[src/rtl/cpu_pkg.sv]
// Shared CPU front-end definitions: fetch FSM states and instruction sizing.
package cpu_pkg;

  typedef enum logic {
    FETCH = 1'b0,
    FULL  = 1'b1
  } fetch_state_e;

  // Byte step between consecutive instruction words of a given width.
  function automatic int unsigned inst_bytes(input int unsigned data_w);
    return data_w / 8;
  endfunction

  localparam int unsigned INST_BYTES = inst_bytes(32);

endpackage

[src/rtl/inst_fifo.sv]
// Circular instruction queue: one write port (tail), one read port (head),
// synchronous flush that drops every entry in a single edge.
module inst_fifo #(
  parameter int unsigned W     = 64,
  parameter int unsigned DEPTH = 4
) (
  input  logic                     clk,
  input  logic                     rst,
  input  logic                     push,
  input  logic                     pop,
  input  logic                     flush,
  input  logic [W-1:0]             wdata,
  output logic [W-1:0]             rdata,
  output logic                     full,
  output logic                     empty,
  output logic [$clog2(DEPTH):0]   count
);

  localparam int unsigned PW = $clog2(DEPTH);
  localparam int unsigned CW = PW + 1;

  logic [W-1:0]  mem [DEPTH];
  logic [PW-1:0] wr_ptr, rd_ptr;
  logic          do_push, do_pop;

  assign full    = (count == CW'(DEPTH));
  assign empty   = (count == '0);
  assign do_pop  = pop && !empty;
  assign do_push = push && (!full || do_pop);
  assign rdata   = mem[rd_ptr];

  // NOTE: sequential state uses non-blocking assignments so every register
  // samples the pre-edge values of its neighbours, independent of block order.
  always_ff @(posedge clk or negedge rst) begin
    if (!rst) begin
      wr_ptr <= '0;
      rd_ptr <= '0;
      count  <= '0;
    end else if (flush) begin
      wr_ptr <= '0;
      rd_ptr <= '0;
      count  <= '0;
    end else begin
      if (do_push) wr_ptr <= wr_ptr + 1'b1;
      if (do_pop)  rd_ptr <= rd_ptr + 1'b1;
      case ({do_push, do_pop})
        2'b10:   count <= count + 1'b1;
        2'b01:   count <= count - 1'b1;
        default: count <= count;
      endcase
    end
  end

  // NOTE: the storage array has no reset; validity lives entirely in the
  // pointers and count, so the RAM can map onto plain flops or a register file.
  always_ff @(posedge clk) begin
    if (do_push && !flush) mem[wr_ptr] <= wdata;
  end

endmodule

[src/rtl/inst_fetch_queue.sv]
// Instruction fetch front end: issues one read per cycle to instruction memory,
// queues the responses with their PCs, and redirects on a taken branch.
module inst_fetch_queue
  import cpu_pkg::*;
#(
  parameter int unsigned       DATA_W   = 32,
  parameter int unsigned       ADDR_W   = 32,
  parameter int unsigned       DEPTH    = 4,
  parameter logic [ADDR_W-1:0] RESET_PC = '0
) (
  input  logic                   clk,
  input  logic                   rst,
  output logic                   imem_req,
  output logic [ADDR_W-1:0]      imem_addr,
  input  logic [DATA_W-1:0]      imem_rdata,
  output logic                   inst_valid,
  input  logic                   inst_ready,
  output logic [DATA_W-1:0]      inst_out,
  output logic [ADDR_W-1:0]      pc_out,
  input  logic                   br_taken,
  input  logic [ADDR_W-1:0]      br_target,
  output logic [$clog2(DEPTH):0] occupancy
);

  localparam int unsigned       CW      = $clog2(DEPTH) + 1;
  localparam int unsigned       EW      = DATA_W + ADDR_W;
  localparam logic [ADDR_W-1:0] PC_STEP = ADDR_W'(inst_bytes(DATA_W));
  localparam logic [CW:0]       DEPTH_P = (CW + 1)'(DEPTH);

  fetch_state_e      state, state_next;
  logic [ADDR_W-1:0] fetch_pc;
  logic [ADDR_W-1:0] inflight_pc;
  logic              inflight;
  logic              issue, push, pop;
  logic              fifo_full, fifo_empty;
  logic [CW:0]       pending, pending_next;
  logic [EW-1:0]     head;

  // A redirect suppresses both queue ports so the flush sees a clean edge.
  assign pop          = inst_valid && inst_ready && !br_taken;
  assign push         = inflight && !br_taken;

  // Entries held plus the response still on its way back.
  assign pending      = {1'b0, occupancy} + {{CW{1'b0}}, inflight};
  assign issue        = rst && (state == FETCH) && !br_taken && !fifo_full
                        && (pending < DEPTH_P);
  assign pending_next = pending + {{CW{1'b0}}, issue};

  assign imem_req     = issue;
  assign imem_addr    = fetch_pc;

  assign inst_valid   = !fifo_empty;
  assign inst_out     = head[DATA_W-1:0];
  assign pc_out       = head[EW-1:DATA_W];

  always_ff @(posedge clk or negedge rst) begin
    if (!rst) begin
      state       <= FETCH;
      fetch_pc    <= RESET_PC;
      inflight    <= 1'b0;
      inflight_pc <= RESET_PC;
    end else begin
      state <= state_next;
      if (br_taken) begin
        fetch_pc <= br_target;
        inflight <= 1'b0;
      end else begin
        inflight <= issue;
        if (issue) begin
          fetch_pc    <= fetch_pc + PC_STEP;
          inflight_pc <= fetch_pc;
        end
      end
    end
  end

  // NOTE: every signal written here gets a default first, so no path can
  // leave it unassigned and infer a latch.
  always_comb begin
    state_next = state;
    case (state)
      FETCH:   if (!pop && pending_next == DEPTH_P) state_next = FULL;
      FULL:    if (pop) state_next = FETCH;
      default: state_next = FETCH;
    endcase
    if (br_taken) state_next = FETCH;
  end

  inst_fifo #(
    .W     (EW),
    .DEPTH (DEPTH)
  ) u_fifo (
    .clk   (clk),
    .rst   (rst),
    .push  (push),
    .pop   (pop),
    .flush (br_taken),
    .wdata ({inflight_pc, imem_rdata}),
    .rdata (head),
    .full  (fifo_full),
    .empty (fifo_empty),
    .count (occupancy)
  );

endmodule

[config.mk]
export PLATFORM = sky130hd
export DESIGN_NAME = inst_fetch_queue
export DESIGN_NICKNAME = d
export VERILOG_FILES = /design/src/rtl/cpu_pkg.sv /design/src/rtl/inst_fifo.sv /design/src/rtl/inst_fetch_queue.sv
export SDC_FILE = /design/constraint.sdc
export NUM_CORES = 1
export LEC_CHECK = 0
export ABC_AREA = 0
export CORE_UTILIZATION = 45
export CTS_CLUSTER_SIZE = 10
export DETAILED_ROUTE_END_ITERATION = 6
export PLACE_DENSITY = 0.67
export RECOVER_POWER = 50
export SLEW_MARGIN = 20
export SYNTH_ARGS = -nofsm -noshare
export SYNTH_HDL_FRONTEND = slang
export SYNTH_SLANG_ARGS = --single-unit
[constraint.sdc]
create_clock -name clk -period 3.95 [get_ports clk]
set_input_delay 1.185 -clock clk [delete_from_list [all_inputs] [get_ports clk]]
set_output_delay 1.185 -clock clk [all_outputs]
set_load 0.005 [all_outputs]
* Word-level counts from Yosys, hierarchy flattened
Memories as Yosys holds them, arrays and structs flattened. Cells that the tools add are included.
Storage, ports and cells: bits in registers 73, bits in writable memories 256, input bits 68, output and inout port bits 101, logic and storage cells 59, memories kept 1
Operators by class: $add $sub $neg 7, magnitude comparators 1, equality and inequality tests 4, mux-type cells 15, bitwise gates (word level) 2, reduce and logical (&&, ||, !) cells 22
Memory list:
- u_fifo.mem | words 4, bits a word 64, rd ports 1, clocked after Yosys merged registers in 0, wr ports 1, RTL line inst_fifo.sv:22 | logic [W-1:0] mem [DEPTH];
Operators with widths (number):
- 32-bit two-way mux | 2
- 32-bit by 3-bit adder with 32-bit output, second input constant | 1
- 1-bit logical AND | 11
- 2-bit two-way mux | 4
- 1-bit two-way mux | 6
- 3-bit case mux with 2 select lines | 1
- 2-bit nonzero test | 3
- 2-bit by 1-bit adder with 2-bit output, second input constant | 2
- 3-bit by 1-bit adder with 4-bit output | 1
- 4-bit by 1-bit adder with 4-bit output | 1
- 4-bit by 3-bit equality test with 1-bit output, second input constant | 1
- 1-bit logical NOT | 4
- 4-bit by 3-bit less-than comparator with 1-bit output, second input constant | 1
- 3-bit by 1-bit adder with 3-bit output, second input constant | 1
- 3-bit equality test, second input constant | 1
- 3-bit logical NOT | 1
- 3-bit two-way mux | 1
- 3-bit nonzero test | 1
- 3-bit by 1-bit subtractor with 3-bit output, second input constant | 1
- 2-bit by 1-bit equality test with 1-bit output, second input constant | 1
- 2-bit equality test, second input constant | 1
- 1-bit inverter | 2
- 1-bit case mux with 2 select lines | 1
- 2-bit AND reduction | 1
- 1-bit logical OR | 1

* Logic depth before layout (Yosys ltp)
Gate-level depths: netlist of the first run.
depth after elaboration 11, mapped depth 12, depth with buffers taken out 11

* Modules after synthesis
A second synthesis of the first run with hierarchy kept.
Second synthesis, totals: cells, all modules 769, area, all modules 13166.4 um^2
By module, submodules not included:
- inst_fifo | times used 1, cells an instance 398, area an instance 9800.6 um^2, sequential area each 7862.5 um^2
- inst_fetch_queue | times used 1, cells an instance 371, area an instance 3365.7 um^2, sequential area each 1651.6 um^2

* Worst setup path before layout of the first run
OpenSTA, ideal clock, no wires.
kind input to register, from in br_taken, to mem u_fifo.mem[0][0] (enable), arrival 3.117 ns, required time 3.521 ns, path slack 0.404 ns, cell stages on the path 4, cells stage by stage buf_6 > buf_6 > nor2_1 > and2_1
Between the ends: word-level cells in the longest chain between the ends 8
RTL lines:
- from (decl) | RTL line inst_fetch_queue.sv:20 | input logic br_taken,
- 1-bit logical NOT (*) | RTL line inst_fifo.sv:57, inst_fetch_queue.sv:40, inst_fetch_queue.sv:41
- 1-bit logical AND | RTL line inst_fetch_queue.sv:40 | assign pop = inst_valid && inst_ready && !br_taken;
- 1-bit logical AND | RTL line inst_fifo.sv:28 | assign do_pop = pop && !empty;
- 1-bit logical OR | RTL line inst_fifo.sv:29 | assign do_push = push && (!full || do_pop);
- 1-bit logical AND | RTL line inst_fifo.sv:29
- 1-bit logical AND (*) | RTL line inst_fifo.sv:57 | if (do_push && !flush) mem[wr_ptr] <= wdata;
- 1-bit two-way mux (*) | RTL line inst_fifo.sv:57
- 1-bit two-way mux (implied by the code) (*) | RTL line inst_fifo.sv:57
- to (decl) | RTL line inst_fifo.sv:22
Mark *: on every way between the ends. The rest lies on a longest branch, timed or not.

* Worst setup path in the final report of the first run
from reg u_fifo.count[0], to out imem_req
Between the ends: word-level cells in the longest chain between the ends 4
RTL lines:
- from (decl) | RTL line inst_fifo.sv:16 | output logic [$clog2(DEPTH):0] count
- from (signal assigned) | RTL line inst_fifo.sv:47 | 2'b10: count <= count + 1'b1;
- from (signal assigned) | RTL line inst_fifo.sv:48 | 2'b01: count <= count - 1'b1;
- from (signal assigned) | RTL line inst_fifo.sv:49 | default: count <= count;
- branches (longest 3 deep; another with 3-bit by 1-bit adder with 4-bit output)
- 1-bit logical AND (*) | RTL line inst_fetch_queue.sv:46 | && (pending < DEPTH_P);
- to (decl) | RTL line inst_fetch_queue.sv:13 | output logic imem_req,
Mark *: on every way between the ends.

==> summary.md, run 1 <==
| Metric | Value |
|---|---|
| Status | finished, violations left |
| Failing checks | max-capacitance violations, max-slew violations |
| Routability cong. | 0.768 |
| Leakage Power | 5.51 nW |
| CP Class | flip-flop to output pin |
| Largest net degree at the start of global routing | 46 |
| Setup Fix Bufs, Post-CTS | 0 |
| Top sig layer | met5 |
| Final Cycle Share | 96.3% |
| Worst slew pin tran | 2380 ps |
| Clk slew on worst S/H paths | 50 ps |
| Grt ovf | 0 |
| CP Launch Type | flip-flop |
| I/O pins | 169 |
| Yosys top cell area share | 58.2% |
| Drt total wl | 28.5 mm |
| Maxcap violations | 4 |
| Async S/R FF share, synth | 22.2% |
| Post-synth EDFFs | 256 |
| GRT Total Usage | 19.4% |
| Vias per cell | 5.70 |
| Number of global-route vias before repair | 7663 |
| Pre-antenna DRT Iters | 5 |
| Core region area | 0.0288 sq mm |
| CTS buffer count | 39 |
| Area Growth Syn to Fin | 24.9% |
| Dpl ws | 356 ps |
| Fmax achieved | 263 MHz |
| Class of the worst hold path | flip-flop to flip-flop |
| # clock sinks | 329 |
| Layout cells sized above 1 | 19.4% |
| Fin crit period | 3800 ps |
| Power per cell area | 498 mW/mm^2 |
| Filler cells | 2217 |
| Count leader, synth | edfxtp_1 |
| Worst Skew | 13.9 ps |
| Initial drt markers | 595 |
| Main area contributors after synthesis | edfxtp_1 58%, dfrtp_1 14%, mux4_2 11%, mux2_2 3.0%, nor2_1 1.0% |
| Routed Antenna Nets | 0 |
| Routed via count | 7474 |
| Synth unique cells | 58 |
| Hold-fix buffers at CTS | 0 |
| Overall power | 0.00822 W |
| Cell Area, Placed | 0.0154 sq mm |
| Syn_nets | 798 |
| Synth Area in XOR/XNOR | 0.332% |
| Die footprint | 0.0300 sq mm |
| DP HPWL | 18.1 mm |
| Crit end category | output pin |
| Final Hold Viols | 0 |
| Mapped Cells | 720 |
| Setup tns final | 0 ps |
| Worst-path fanout max | 10 |
| Htree depth | 2 |
| Largest family of logic cells by synthesized area | multiplexers |
| Final worst slack | 148 ps |
| Net count, final | 990 |
| Root Driver | clkbuf_16 |
| Sequential share of the synthesized area | 72.0% |
| First-pass GRT wire length | 44.5 mm |
| CTS tree | done |
| Ant. Diodes | 0 |
| Mux cell area share after synthesis | 14.1% |
| Worst-Skew Late Latency | 510 ps |
| Initial Util | 45.9% |
| Finished Cell Area | 0.0165 sq mm |
| Wire length per cell | 21.7 um |
| CP required | 2760 ps |
| Met2 wire length | 13.6 mm |
| Predominant post-synthesis flop cell | edfxtp_1 |
| Row count | 62 |
| Port Buf Inserts | 168 |
| Most area-hungry cell type in the Yosys netlist | edfxtp_1 |
| PostCTS Resize Cnt | 0 |
| Final hold slack | 514 ps |
| Number of synthesis warnings | 0 |
| Adder-cell share of the synthesized area | 1.00% |
| DRC violations left | 0 |
| Crit path DAT | 2620 ps |
| Number of synthesized register bits | 329 |
| Initial antenna violation count | 1 |
| Worst VDD drop | 269 uV |
| Synth top cells by count | 256 x edfxtp_1, 73 x dfrtp_1, 64 x mux4_2 |
| Die H | 173 um |
| Die X-Extent | 173 um |
| RSZ-0062 raised after global routing | false |
| Syn Area/Cell | 18.3 sq um |
| Final setup vio count | 0 |
| Met3 WL | 1.74 mm |
| Post-synthesis compound-gate area fraction | 4.40% |
| Synthesized area | 0.0132 sq mm |
| Slew margin rel. | -58.6% |
| Synthesized-area fraction occupied by and/or/nand/nor cells | 6.29% |
| WL met1 | 12.6 mm |
| Max Slew Vio Count | 158 |
| Max clock buf depth | 3 |
==> path summary, 6_finish.rpt <==
| check | cells past startpoint | end | startpoint | slack, ps |
|---|---|---|---|---|
| max | 6 | imem_req | u_fifo.count[0] | 150 |
| min | 0 | u_fifo.mem[3][55] | inflight_pc[23] | 510 |
| max reg2reg | 7 | imem_addr[26] | u_fifo.count[0] | 400 |
| min reg2reg | 0 | u_fifo.mem[3][55] | inflight_pc[23] | 510 |
| max in group asynchronous | 2 | inflight_pc[10] | rst | 990 |
| min in group asynchronous | 2 | imem_addr[29] | rst | 1360 |
==> where the power goes <==
| part | internal [W] | switching (W) | leakage, nW |
|---|---|---|---|
| sequential | 0.00401 | 0.000218 | 3.19 |
| clock | 0.00188 | 0.00123 | 0.527 |
| combinational | 0.000524 | 0.000362 | 1.80 |
==> state kept, by name, summed over array words and instances (netlist names) <==
name and count:
inflight 1, u_fifo.rd_ptr 2, inflight_pc 32, u_fifo.count 3, u_fifo.wr_ptr 2, u_fifo.mem 256
imem_addr 32, state 1
==> kinds of logic (layout without fill, tap and decap cells) <==
kind of cell	Yosys count	count (layout)
AND/OR/NAND/NOR	153	153
adder cells (fa/ha/maj)	10	10
flip-flops	329	329
buffers and inverters	49	257
XOR/XNOR	5	5
multiplexers	102	102
AO/OA/AOI/OAI	72	72
==> worst max-delay path, stage by stage (launching register included) <==
cell             delay (ps)
dfrtp_1                 490
ha_1                    270
ha_1                    260
nor4b_2                 400
a31oi_4                  80
nor2_4                  110
clkdlybuf4s50_1         500
==> through the flow <==
step	std cells	utilization, %
3_3_place_gp	1255	53.6
3_5_place_dp	1255	53.6
6_report	1312	57.3
5_1_grt	1312	57.3
2_1_floorplan	720	-
4_1_cts	1312	57.4
==> area by class of cell <==
cell class	count	area, sq um	share of cell area, %
Clock buffer	54	1040	6.32
Timing Repair Buffer	189	1900	11.5
Tap cell	384	480	2.91
Clock inverter	3	43.8	0.265
Sequential cell	329	9520	57.7
Multi-Input combinational cell	342	3470	21.0
Inverter	11	41.3	0.250
==> cells in the final DEF (no fill, tap or decap), types with 20 or more instances in the layout <==
cell,Yosys,layout
dfrtp_1,73,71
edfxtp_1,256,256
clkbuf_16,0,39
clkbuf_1,17,20
clkdlybuf4s50_1,0,129
mux2_2,35,35
mux4_2,64,64
dlygate4sd3_1,0,37
nor2_1,36,35
nand2_1,29,29
==> routing by layer <==
| metal | vias up | global-route usage [%] |
|---|---|---|
| li1 | 3333 | - |
| met1 | 3837 | 27.8 |
| met2 | 261 | 30.7 |
| met3 | 41 | 3.95 |
| met4 | 2 | 4.87 |
| met5 | - | 0 |
Note: power is estimated with default switching activity, not from simulation.
==> run 2, diff against run 1 <==
--- a/config.mk
+++ b/config.mk
@@ -7,6 +7,7 @@
 export LEC_CHECK = 0
 export ABC_AREA = 0
 export CORE_UTILIZATION = 45
+export CTS_BUF_LIST = sky130_fd_sc_hd__clkbuf_16
 export CTS_CLUSTER_SIZE = 10
 export DETAILED_ROUTE_END_ITERATION = 6
 export PLACE_DENSITY = 0.67
==> summary.md, run 2 (synthesis results as in run 1) <==
| Metric | Value |
|---|---|
| Register bank with the most flops | u_fifo.mem |
| Hold-fix buffers at CTS | 0 (unchanged) |
| Clk slew on worst S/H paths | 60 ps (about the same) |
| DRC violations left | 0 (unchanged) |
| Crit end category | output pin |
| Sw power | 0.00181 W (about the same) |
| Largest net degree at the start of global routing | 46 (unchanged) |
| Routed Antenna Nets | 0 (unchanged) |
| Root Driver | clkbuf_16 |
| Max Slew Vio Count | 158 (unchanged) |
| Final worst slack | 146 ps (-1.99 ps) |
| WL met1 | 12.6 mm (about the same) |
| Met3 WL | 1.75 mm (+0.46%) |
| Cell Area, Placed | 0.0154 sq mm (unchanged) |
| Area of the multi-input gates | 0.00347 sq mm (unchanged) |
| Worst Skew | 15.3 ps (+1.37 ps) |
| Slew margin rel. | -59.0% (-0.39 points) |
| Worst-path fanout max | 10 (unchanged) |
| Pre-antenna DRT Iters | 5 (unchanged) |
| Layout cells sized above 1 | 19.3% (-0.11 points) |
| Fmax achieved | 263 MHz (about the same) |
| Reg power frac | 51.8% (+0.4 points) |
| Family with the most delay on the worst path | adder cells |
| Cell Int Power | 0.00635 W (-0.88%) |
| Die X-Extent | 173 um (unchanged) |
| Routed via count | 7459 (-0.20%) |
| Die footprint | 0.0300 sq mm (unchanged) |
| Initial Util | 45.9% (unchanged) |
| CTS buffer count | 39 (unchanged) |
| Maxcap violations | 4 (unchanged) |
| Setup Fix Bufs, Post-CTS | 0 (unchanged) |
| # clock sinks | 329 (unchanged) |
| Met2 wire length | 13.6 mm (about the same) |
| Power per cell area | 495 mW/mm^2 (-0.64%) |
| Fin crit period | 3800 ps (+1.99 ps) |
| Most frequent cells in the layout | 256 x edfxtp_1, 129 x clkdlybuf4s50_1, 71 x dfrtp_1, 64 x mux4_2, 39 x clkbuf_16 |
| PostCTS Resize Cnt | 0 (unchanged) |
| Final hold slack | 514 ps (-0.707 ps) |
| CP Class | flip-flop to output pin |
| Leakage Power | 5.56 nW (+0.95%) |
| Worst VDD drop | 269 uV (+0.17%) |
| Grt ovf | 0 (unchanged) |
| First-pass GRT wire length | 44.5 mm (unchanged) |
| Row count | 62 (unchanged) |
| Max reg flops | 256 (unchanged) |
| Vias per cell | 5.69 (-0.20%) |
| Crit path DAT | 2620 ps (about the same) |
| I/O pins | 169 (unchanged) |
| CP required | 2760 ps (about the same) |
| Setup tns final | 0 ps (unchanged) |
| Final Cycle Share | 96.3% (about the same) |
| Area Growth Syn to Fin | 24.9% (about the same) |
| Failing checks | max-capacitance violations, max-slew violations |
| Sequential cell area | 0.00952 sq mm (unchanged) |
| Status | finished, violations left |
| Finished Cell Area | 0.0165 sq mm (about the same) |
| Buf+Inv Stages, Crit Path | 1 (unchanged) |
| Net count, final | 990 (unchanged) |
| CTS tree | done |
| DP HPWL | 18.1 mm (unchanged) |
| CP Cell Sequence | ha_1 > ha_1 > nor4b_2 > a31oi_4 > nor2_4 > clkdlybuf4s50_1 |
| Top sig layer | met5 |
| Filler cells | 2220 (+0.14%) |
| Final Hold Viols | 0 (unchanged) |
| CP max stage delay | 500 ps (about the same) |
| Htree depth | 2 (unchanged) |
| Die H | 173 um (unchanged) |
| Drt total wl | 28.5 mm (about the same) |
| Cell mode on critical path | ha_1 |
| Core region area | 0.0288 sq mm (unchanged) |
| Ant. Diodes | 0 (unchanged) |
| Class of the worst hold path | flip-flop to flip-flop |
| Commonest non-fill, non-tap cell in the layout | edfxtp_1 |
| Initial drt markers | 595 (unchanged) |
| CP max-delay cell | clkdlybuf4s50_1 |
| Combinational power share | 10.8% (about the same) |
| Wire length per cell | 21.7 um (about the same) |
| Port Buf Inserts | 168 (unchanged) |
| Overall power | 0.00816 W (-0.70%) |
| Sw Ratio | 22.2% (+0.14 points) |
| Number of global-route vias before repair | 7663 (unchanged) |
| CP Launch Type | flip-flop |
| RSZ-0062 raised after global routing | false |
| Dpl ws | 356 ps (unchanged) |
| Final setup vio count | 0 (unchanged) |
| Worst-Skew Late Latency | 510 ps (about the same) |
| GRT Total Usage | 19.4% (unchanged) |
| Initial antenna violation count | 1 (unchanged) |
| Clock Power Share | 37.4% (-0.4 points) |
| Worst slew pin tran | 2390 ps (+5.81 ps) |
| Max clock buf depth | 3 (unchanged) |
| Routability cong. | 0.768 (unchanged) |
==> run 2: changes by cell type in the layout (fill, tap and decap cells not counted), sizes merged <==
cell / before / now
clkbuf: 60 / 45
clkinv: 1 / 2
inv: 12 / 26
==> run 2: worst reg2reg max path, cell delays in order, from the launching register on <==
cell,delay (ps)
dfrtp_1,490
ha_1,270
ha_1,260
and4b_1,260
a31oi_4,230
clkbuf_1,1330
nor4_1,200
a221o_1,360
==> run 2: layout make-up <==
type | count | area share (%)
Clock buffer | 39 | 5.92
Multi-Input combinational cell | 342 | 21.0
Clock inverter | 18 | 0.607
Sequential cell | 329 | 57.7
Tap cell | 384 | 2.91
Inverter | 11 | 0.250
Timing Repair Buffer | 189 | 11.5
==> run 2: path summary, 6_finish.rpt <==
check,startpoint,to,slack [ps],cells after the start
setup / recovery,u_fifo.count[0],imem_req,150,6
hold / removal,inflight_pc[23],u_fifo.mem[3][55],510,0
setup reg to reg,u_fifo.count[0],imem_addr[26],420,7
hold reg to reg,inflight_pc[23],u_fifo.mem[3][55],510,0
max in group asynchronous,rst,inflight_pc[10],990,2
min in group asynchronous,rst,imem_addr[29],1360,2
==> run 2: metal layers <==
metal	global-route usage [%]	vias to the layer above
met5	0	-
met4	4.87	2
met3	3.95	39
met2	30.7	262
met1	27.8	3825
li1	-	3331
==> run 2: stage by stage <==
stage	util, %	cells
after floorplan	-	720
after global placement	53.6	1255
after detailed placement	53.6	1255
after CTS	57.4	1312
after global routing	57.3	1312
final	57.3	1312
==> run 2: power groups by stage <==
| stage | combinational [W] | sequential [W] | clock [W] |
|---|---|---|---|
| detailed placement | 0.000909 | 0.00429 | 0 |
| global route | 0.000962 | 0.00426 | 0.00326 |
| CTS | 0.000915 | 0.00423 | 0.00313 |
| finish | 0.000885 | 0.00423 | 0.00305 |
| global placement | 0.000900 | 0.00428 | 0 |
| floorplan | 0.000470 | 0.00419 | 0 |
==> run 3, diff against run 2 <==
--- a/config.mk
+++ b/config.mk
@@ -15,4 +15,5 @@
 export SLEW_MARGIN = 20
 export SYNTH_ARGS = -nofsm -noshare
 export SYNTH_HDL_FRONTEND = slang
+export SYNTH_HIERARCHICAL = 1
 export SYNTH_SLANG_ARGS = --single-unit
==> summary.md, run 3 <==
| Metric | Value |
|---|---|
| Status | finished, violations left |
| Failing checks | max-capacitance violations, max-slew violations |
| Fmax achieved | 269 MHz (+2.1%) |
| Finished Cell Area | 0.0166 sq mm (+0.60%) |
| Register bank with the most flops | u_fifo/mem |
| Synth top cells by count | 256 x edfxtp_1, 108 x nand2_1, 73 x dfrtp_1 |
| Buf+Inv Stages, Crit Path | 2 (+1) |
| CTS tree | done |
| Syn Area/Cell | 17.1 sq um (-6.6%) |
| Number of synthesis warnings | 6 (+6) |
| Routed via count | 7588 (+1.7%) |
| Max reg flops | 256 (unchanged) |
| Number of synthesized register bits | 329 (unchanged) |
| Final worst slack | 226 ps (+79.9 ps) |
| Root Driver | clkbuf_16 |
| CP Class | flip-flop to output pin |
| Async S/R FF share, synth | 22.2% (unchanged) |
| M2 GR Usage | 30.3% (-0.36 points) |
| Fin crit period | 3720 ps (-79.9 ps) |
| Crit path DAT | 2540 ps (-80 ps) |
| Syn_nets | 847 (+6.1%) |
| Main area contributors after synthesis | edfxtp_1 58%, dfrtp_1 14%, mux4_2 11%, nand2_1 3.1%, nand3_1 0.87% |
| GRT Total Usage | 19.5% (+0.11 points) |
| Dpl ws | 444 ps (+87.3 ps) |
| # clock sinks | 329 (unchanged) |
| Leakage Power | 5.79 nW (+4.1%) |
| Initial Util | 45.7% (-0.13 points) |
| Most area-hungry cell type in the Yosys netlist | edfxtp_1 |
| Family with the most delay on the worst path | buffers and inverters |
| Worst-Skew Late Latency | 520 ps (about the same) |
| DP HPWL | 18.4 mm (+1.9%) |
| Slew margin rel. | -22.8% (+36 points) |
| Routed Antenna Nets | 0 (unchanged) |
| Cell Area, Placed | 0.0155 sq mm (+0.57%) |
| Net count, final | 1049 (+6.0%) |
| Port Buf Inserts | 168 (unchanged) |
| Initial drt markers | 511 (-14%) |
| Ant. Diodes | 0 (unchanged) |
| Crit end category | output pin |
| Pre-antenna DRT Iters | 5 (unchanged) |
| Post-synth EDFFs | 256 (unchanged) |
| CTS buffer count | 39 (unchanged) |
| Yosys top cell area share | 58.4% (+0.17 points) |
| Most frequent cells in the layout | 256 x edfxtp_1, 134 x clkdlybuf4s50_1, 108 x nand2_1, 71 x dfrtp_1, 64 x mux4_2 |
| Synth unique cells | 67 (+16%) |
| Area Growth Syn to Fin | 26.0% |
| Final Cycle Share | 94.3% (-2.0 points) |
| I/O pins | 169 (unchanged) |
| Setup tns final | 0 ps (unchanged) |
| Die H | 173 um (-0.15%) |
| Wire length per cell | 20.7 um (-4.5%) |
| Die X-Extent | 173 um (-0.15%) |
| Gr busiest metal | met2 |
| First-pass GRT wire length | 45.2 mm (+1.4%) |
| Max Slew Vio Count | 74 (-53%) |
| Largest net degree at the start of global routing | 74 (+61%) |
| Core region area | 0.0288 sq mm (unchanged) |
| Predominant post-synthesis flop cell | edfxtp_1 |
| Hold-fix buffers at CTS | 0 (unchanged) |
| Die footprint | 0.0299 sq mm (-0.29%) |
| Routability cong. | 0.831 (+8.2%) |
| Sequential share of the synthesized area | 72.3% (+0.21 points) |
| Class of the worst hold path | flip-flop to flip-flop |
| Vias per cell | 5.54 (-2.6%) |
| Commonest non-fill, non-tap cell in the layout | edfxtp_1 |
| Worst VDD drop | 288 uV (+7.1%) |
| GR Util met3 | 3.65% (-0.30 points) |
| PostCTS Resize Cnt | 0 (unchanged) |
| Clk slew on worst S/H paths | 50 ps (about the same) |
| Row count | 62 (unchanged) |
| Layout cells sized above 1 | 15.8% (-3.5 points) |
| Final setup vio count | 0 (unchanged) |
| Final hold slack | 510 ps (-3.21 ps) |
| Setup Fix Bufs, Post-CTS | 0 (unchanged) |
| Count leader, synth | edfxtp_1 |
| DRC violations left | 0 (unchanged) |
| Final Hold Viols | 0 (unchanged) |
| Maxcap violations | 1 (-3) |
| Worst-path fanout max | 24 (+14) |
| Worst Skew | 10.1 ps (-5.20 ps) |
| GR Layer Usage met1 | 28.6% (+0.84 points) |
| Mapped Cells | 769 (+6.8%) |
| Max clock buf depth | 3 (unchanged) |
| Drt total wl | 28.4 mm (-0.27%) |
| Number of global-route vias before repair | 7704 (+0.54%) |
| CP Cell Sequence | buf_12 > mux4_2 > clkdlybuf4s50_1 |
| RSZ-0062 raised after global routing | false |
| CP required | 2760 ps (about the same) |
| Worst slew pin tran | 1840 ps (-544 ps) |
| CP max stage delay | 680 ps (+180 ps) |
| Power per cell area | 457 mW/mm^2 (-7.6%) |
| Grt ovf | 0 (unchanged) |
| Synthesized area | 0.0132 sq mm (-0.29%) |
| Htree depth | 2 (unchanged) |
| CP max-delay cell | dfrtp_4 |
| Initial antenna violation count | 0 (-1) |
| CP Launch Type | flip-flop |
[run 3: changes by cell type after synthesis, sizes merged, moves of 7 or more]
cell,delta
mux2,-32
a21oi,+7
or4,-7
clkbuf,-10
nor2,-24
a31oi,-10
buf,+9
and4,-7
o21ai,+13
nand2,+80
nand3,+11
[run 3: report_power, final]
part | switching (W) | leakage [nW] | internal (W) | total (W)
Sequential | 0.000146 | 3.23 | 0.00389 | 0.00404
Clock | 0.00126 | 0.576 | 0.00187 | 0.00312
Combinational | 0.000200 | 1.99 | 0.000227 | 0.000427
Total | 0.00160 | 5.79 | 0.00598 | 0.00759
[run 3: cell type report]
type	instances	area, sq um
flip-flops and latches	329	9520
repair buffers	197	2030
inverters	17	63.8
clock buffers	40	1000
multi-input cells	387	3380
well taps	384	480
fillers	2207	12200
clock inverters	16	104
[run 3: path summary, 6_finish.rpt]
| check | from | end | slack, ps | cells after the start |
|---|---|---|---|---|
| setup / recovery | u_fifo/rd_ptr[0] | pc_out[19] | 230 | 3 |
| hold / removal | inflight_pc[31] | u_fifo/mem[0][63] | 510 | 0 |
| setup reg to reg | u_fifo/count[1] | state | 650 | 13 |
| hold reg to reg | inflight_pc[31] | u_fifo/mem[0][63] | 510 | 0 |
| max in group asynchronous | rst | u_fifo/rd_ptr[1] | 1200 | 2 |
| min in group asynchronous | rst | imem_addr[18] | 1420 | 2 |
[run 3: kinds of logic (layout without fill, tap and decap cells)]
family,count (synthesis),after routing,share of synthesized area [%]
DFF,329,329,72.3
and+or+nand+nor,215,215,8.30
AOI/OAI and AO/OA,88,88,4.75
muxes,70,70,11.4
buffers and inverters,53,270,1.99
adders and majority gates,10,10,1.01
xor gates and xnor gates,4,4,0.266
[run 3: through the flow]
step           cells  total power [W]  utilization, %
6_report        1370          0.00759            57.6
3_3_place_gp    1314          0.00453            53.9
2_1_floorplan    769          0.00423               -
5_1_grt         1370          0.00786            57.6
3_5_place_dp    1314          0.00454            53.9
4_1_cts         1370          0.00768            57.8
[run 3: worst register-to-register path, delay by kind of cell, from the launching register on]
family	cells	cell delay, ps
compound gates	6	1140
buf+inv	3	690
fa+ha+maj	2	540
flops	1	520
simple gates	2	310
[run 3: per-layer routing]
| metal | vias up | share of wire (%) |
|---|---|---|
| li1 | 3446 | - |
| met1 | 3845 | 45 |
| met2 | 253 | 47 |
| met3 | 44 | 5.7 |
| met4 | 0 | 1.9 |
| met5 | - | 0 |
==> RTL change 1: new RTL, settings of run 3 <==
Make the reset (`rst`) synchronous in 2 clocked blocks.
--- a/src/rtl/inst_fifo.sv
+++ b/src/rtl/inst_fifo.sv
@@ -31,7 +31,7 @@
 
   // NOTE: sequential state uses non-blocking assignments so every register
   // samples the pre-edge values of its neighbours, independent of block order.
-  always_ff @(posedge clk or negedge rst) begin
+  always_ff @(posedge clk) begin
     if (!rst) begin
       wr_ptr <= '0;
       rd_ptr <= '0;
--- a/src/rtl/inst_fetch_queue.sv
+++ b/src/rtl/inst_fetch_queue.sv
@@ -53,7 +53,7 @@
   assign inst_out     = head[DATA_W-1:0];
   assign pc_out       = head[EW-1:DATA_W];
 
-  always_ff @(posedge clk or negedge rst) begin
+  always_ff @(posedge clk) begin
     if (!rst) begin
       state       <= FETCH;
       fetch_pc    <= RESET_PC;
Behaviour: differs if rst is asserted again (counterexample within 4 cycles, from zero or initial values and one cycle with rst low); with rst held inactive, the same outputs for 4 cycles.
==> RTL change 1 against run 3 <==
The run still ends with capacitance limit, slew limit left; wire length down 3.7%; area after synthesis fell by 0.74%; maximum frequency down 1.4%; setup slack lost 0.053 ns; power decreased by 4.7%; non-clock buffer count down 10; core utilization down 0.80 points; sequential cell count grew 2; register-to-register slack improved by 0.17 ns; design area shrank 1.9%.
==> RTL change 1: results (changes against run 3) <==
| Metric | Value |
|---|---|
| Outcome | complete, but fails checks (unchanged) |
| Failing checks | capacitance limit, slew limit (unchanged) |
| DRT iter0 DRCs | 598 (was 511) |
| DR top layer | met5 (was met4) |
| Routed length on met3 | 1840 um (was 1620 um) |
| Post-place setup slack | 0.194 ns (was 0.444 ns) |
| Synthesized area per cell | 16.6 sq um (was 17.1 sq um) |
| Final cycle utilization of the critical path | 0.956 (was 0.943) |
| Port bufs | 168 (unchanged) |
| First-pass GRT wire length | 42,500 um (was 45,200 um) |
| Placed Cells | 1,316 (was 1,314) |
| Number of global-route vias before repair | 7,676 (was 7,704) |
| WHS | 0.496 ns (was 0.510 ns) |
| Synth top cells by count | edfxtp_1 (256), nand2_1 (78), dfxtp_1 (75) (was edfxtp_1 (256), nand2_1 (108), dfrtp_1 (73)) |
| Slew Limit Fails | 32 (was 74) |
| Hold EP | u_fifo/mem[3][49] (was u_fifo/mem[0][63]) |
| Hold Startpoint | inflight_pc[17] (was inflight_pc[31]) |
| RD Place Congestion | 0.816 (was 0.831) |
| GR Layer Usage met3 | 0.0398 (was 0.0365) |
| Via count | 7,544 (was 7,588) |
| Met2 Wirelength | 12,700 um (was 13,400 um) |
| R2r setup slk | 0.82 ns (was 0.65 ns) |
| DR vias/cell | 5.44 (was 5.54) |
| Largest net degree at the start of global routing | 68 (was 74) |
| VDD IR max | 0.224 mV (was 0.288 mV) |
| Met1 WL | 12,200 um (was 12,800 um) |
| Clock root buffer master | clkbuf_16 (unchanged) |
| Wire length per cell | 19.7 um (was 20.7 um) |
| Netlist cell types | 62 (was 67) |
| Syn nets | 866 (was 847) |
| Placed instance area | 0.0152 sq mm (was 0.0155 sq mm) |
| M2 GR Usage | 0.298 (was 0.303) |
| Post-layout net count | 1,051 (was 1,049) |
| CP max FO | 3 (was 24) |
| Top post-synthesis cells by area | edfxtp_1 (59%), dfxtp_1 (11%), mux4_2 (11%) (was edfxtp_1 (58%), dfrtp_1 (14%), mux4_2 (11%)) |
| Grt met1 use | 0.263 (was 0.286) |
| Critical path arrival | 2.59 ns (was 2.54 ns) |
| Initial antenna violation count | 1 (was 0) |
| Post-synthesis sequential area ratio | 0.703 (was 0.723) |
| Rel. slew slack | -0.167 (was -0.228) |
| RR Endpoint | state (unchanged) |
| Worst clock skew | 0.0175 ns (was 0.0101 ns) |
| RR Startpoint | u_fifo/count[0] (was u_fifo/count[1]) |
| Total of max-cap violations | 1 (unchanged) |
| GRT Total Usage | 0.189 (was 0.195) |
RTL change 1: changes by cell type in the layout (fill, tap and decap cells not counted), moves of 12 or more:
cell | before | now
nand2_1 | 108 | 78
nand3_1 | 23 | 11
dlygate4sd3_1 | 32 | 64
clkdlybuf4s50_1 | 134 | 103
dfxtp_1 | 0 | 73
a21boi_0 | 1 | 33
dfrtp_1 | 71 | 0
inv_1 | 27 | 41
xnor2_1 | 1 | 14
RTL change 1: cell type report:
class                      count  area [sq um]
clock buffer                  41          1030
clock inverter                30           118
fill                        2269         12400
inverter                      12          45.0
multi-input combinational    402          3570
sequential                   331          9200
tap                          384           480
timing repair buffer         187          1830
RTL change 1: worst max path at each step:
stage / start / end / cells after the start
after floorplan: br_taken / u_fifo/mem[0][0] / 7
after global placement: br_taken / u_fifo/mem[3][31] / 7
after detailed placement: br_taken / imem_req / 5
after CTS: br_taken / imem_req / 5
after global routing: u_fifo/count[0] / imem_req / 7
final: br_taken / imem_req / 5
RTL change 1: critical path: stages:
cell	delay, ns
clkdlybuf4s50_1	0.46
nor2b_1	0.20
nand3_1	0.12
inv_1	0.10
clkdlybuf4s50_1	0.53
RTL change 1: logic make-up after synthesis:
group | Yosys count | synth area share
xor gates and xnor gates | 20 | 0.0134
muxes | 71 | 0.116
AOI/OAI and AO/OA | 116 | 0.0612
DFF | 331 | 0.703
buffers and inverters | 55 | 0.0224
adders and majority gates | 10 | 0.0101
and+or+nand+nor | 185 | 0.0739
RTL change 1: where the power goes:
part	total (mW)	switching, mW	internal, mW
combinational	0.270	0.121	0.150
clock	3.12	1.26	1.85
sequential	3.85	0.0618	3.79
==> RTL change 2: new RTL, settings of run 3 <==
Without the edit above. `DATA_W`: 32 -> 64.
--- a/src/rtl/inst_fetch_queue.sv
+++ b/src/rtl/inst_fetch_queue.sv
@@ -3,7 +3,7 @@
 module inst_fetch_queue
   import cpu_pkg::*;
 #(
-  parameter int unsigned       DATA_W   = 32,
+  parameter int unsigned       DATA_W   = 64,
   parameter int unsigned       ADDR_W   = 32,
   parameter int unsigned       DEPTH    = 4,
   parameter logic [ADDR_W-1:0] RESET_PC = '0
Interface: changed (resized imem_rdata and inst_out); port bits go from 169 to 233. The function was not compared with the original's and may differ.
==> RTL change 2 against run 3 <==
The run still ends with capacitance limit, slew limit left; sequential cell count up 128; first-iteration DRC count is 4.1% higher; setup slack gained 0.0013 ns; area after synthesis increased by 34%; wire length up 36%; design area increased by 35%; sequential power rose by 37%; power increased by 34%; largest cell class unchanged; highest routed layer is now met5.
==> RTL change 2: results (changes against run 3) <==
| Metric | Value |
|---|---|
| Max FFs per register | 384 (was 256) |
| Outcome | complete, but fails checks (unchanged) |
| Syn nets | 1,046 (was 847) |
| Port bufs | 232 (was 168) |
| Total of max-cap violations | 2 (was 1) |
| Top post-synthesis cells by area | edfxtp_1 (65%), mux4_2 (12%), dfrtp_1 (10%) (was edfxtp_1 (58%), dfrtp_1 (14%), mux4_2 (11%)) |
| Grt met1 use | 0.288 (was 0.286) |
| DRT iter0 DRCs | 532 (was 511) |
| DR top layer | met5 (was met4) |
| CTS Buf Count | 52 (was 39) |
| Number of global-route vias before repair | 9,893 (was 7,704) |
| Post-route insts no fill | 1,758 (was 1,370) |
| Non-clk invs | 14 (was 17) |
| Top-area cell type share of the netlist area | 0.652 (was 0.584) |
| Synthesized area per cell | 18.9 sq um (was 17.1 sq um) |
| Met2 Wirelength | 18,200 um (was 13,400 um) |
| Diodes inserted | 1 (was 0) |
| Multi-input gates | 421 (was 387) |
| Switch share | 0.210 (was 0.212) |
| Post-synthesis sequential area ratio | 0.755 (was 0.723) |
| Ys async rst share | 0.160 (was 0.222) |
| # clk buffers | 53 (was 40) |
| Met1 WL | 17,100 um (was 12,800 um) |
| GRT Total Usage | 0.195 (about the same) |
| Synth Area in Compound Gates | 0.0312 (was 0.0475) |
| VDD IR max | 0.363 mV (was 0.288 mV) |
| Initial antenna violation count | 2 (was 0) |
| P_seq | 5.55 mW (was 4.04 mW) |
| Synth Area in Adders | 0.00749 (was 0.0101) |
| Non-clock buffering overhead | 0.124 (was 0.123) |
| Static Leakage | 7.59 nW (was 5.79 nW) |
| Sequential share of cell area | 0.598 (was 0.574) |
| Share of layout cells above drive strength 1 | 0.168 (was 0.158) |
| Clock-cell share of area | 0.0653 (was 0.0666) |
| First-pass GRT wire length | 60,000 um (was 45,200 um) |
| Via count | 9,697 (was 7,588) |
| GR Layer Usage met3 | 0.0389 (was 0.0365) |
| Post-place setup slack | 0.303 ns (was 0.444 ns) |
| Synth Area in XOR/XNOR | 0.00198 (was 0.00266) |
| HPWL Detailed | 24,600 um (was 18,400 um) |
| Placed Cells | 1,679 (was 1,314) |
| Post-layout net count | 1,325 (was 1,049) |
| Slew Limit Fails | 113 (was 74) |
| Multi-input gate area | 0.00405 sq mm (was 0.00338 sq mm) |
| Non-Clock Buffer Count | 269 (was 197) |
| Routed length on met3 | 2480 um (was 1620 um) |
| Pin slew with the least headroom to its limit | 1.83 ns (was 1.84 ns) |
| Synth top cells by count | edfxtp_1 (384), nand2_1 (123), mux4_2 (96) (was edfxtp_1 (256), nand2_1 (108), dfrtp_1 (73)) |
| RD Place Congestion | 0.863 (was 0.831) |
| Worst clock skew | 0.0277 ns (was 0.0101 ns) |
| Mux contribution to synthesized area | 0.126 (was 0.114) |
| Failing checks | capacitance limit, slew limit (unchanged) |
[RTL change 2: stage by stage]
step | cell area [sq um] | total power [mW]
2_1_floorplan | 17700 | 5.77
3_3_place_gp | 20900 | 6.14
3_5_place_dp | 20900 | 6.15
4_1_cts | 22400 | 10.3
5_1_grt | 22300 | 10.5
6_report | 22300 | 10.2
[RTL change 2: critical path: stages, from the launching register on]
cell and delay, ns:
dfrtp_4 0.79, buf_4 0.34, mux4_2 0.32, clkdlybuf4s50_1 0.50
[RTL change 2: final timing paths]
path	startpoint	to	slack [ns]	depth (start not counted)
setup / recovery	u_fifo/rd_ptr[1]	pc_out[2]	0.23	3
hold / removal	imem_addr[1]	inflight_pc[1]	0.51	2
setup reg to reg	u_fifo/count[0]	state	0.94	13
hold reg to reg	imem_addr[1]	inflight_pc[1]	0.51	2
max in group asynchronous	rst	u_fifo/rd_ptr[0]	1.24	2
min in group asynchronous	rst	imem_addr[3]	1.37	2
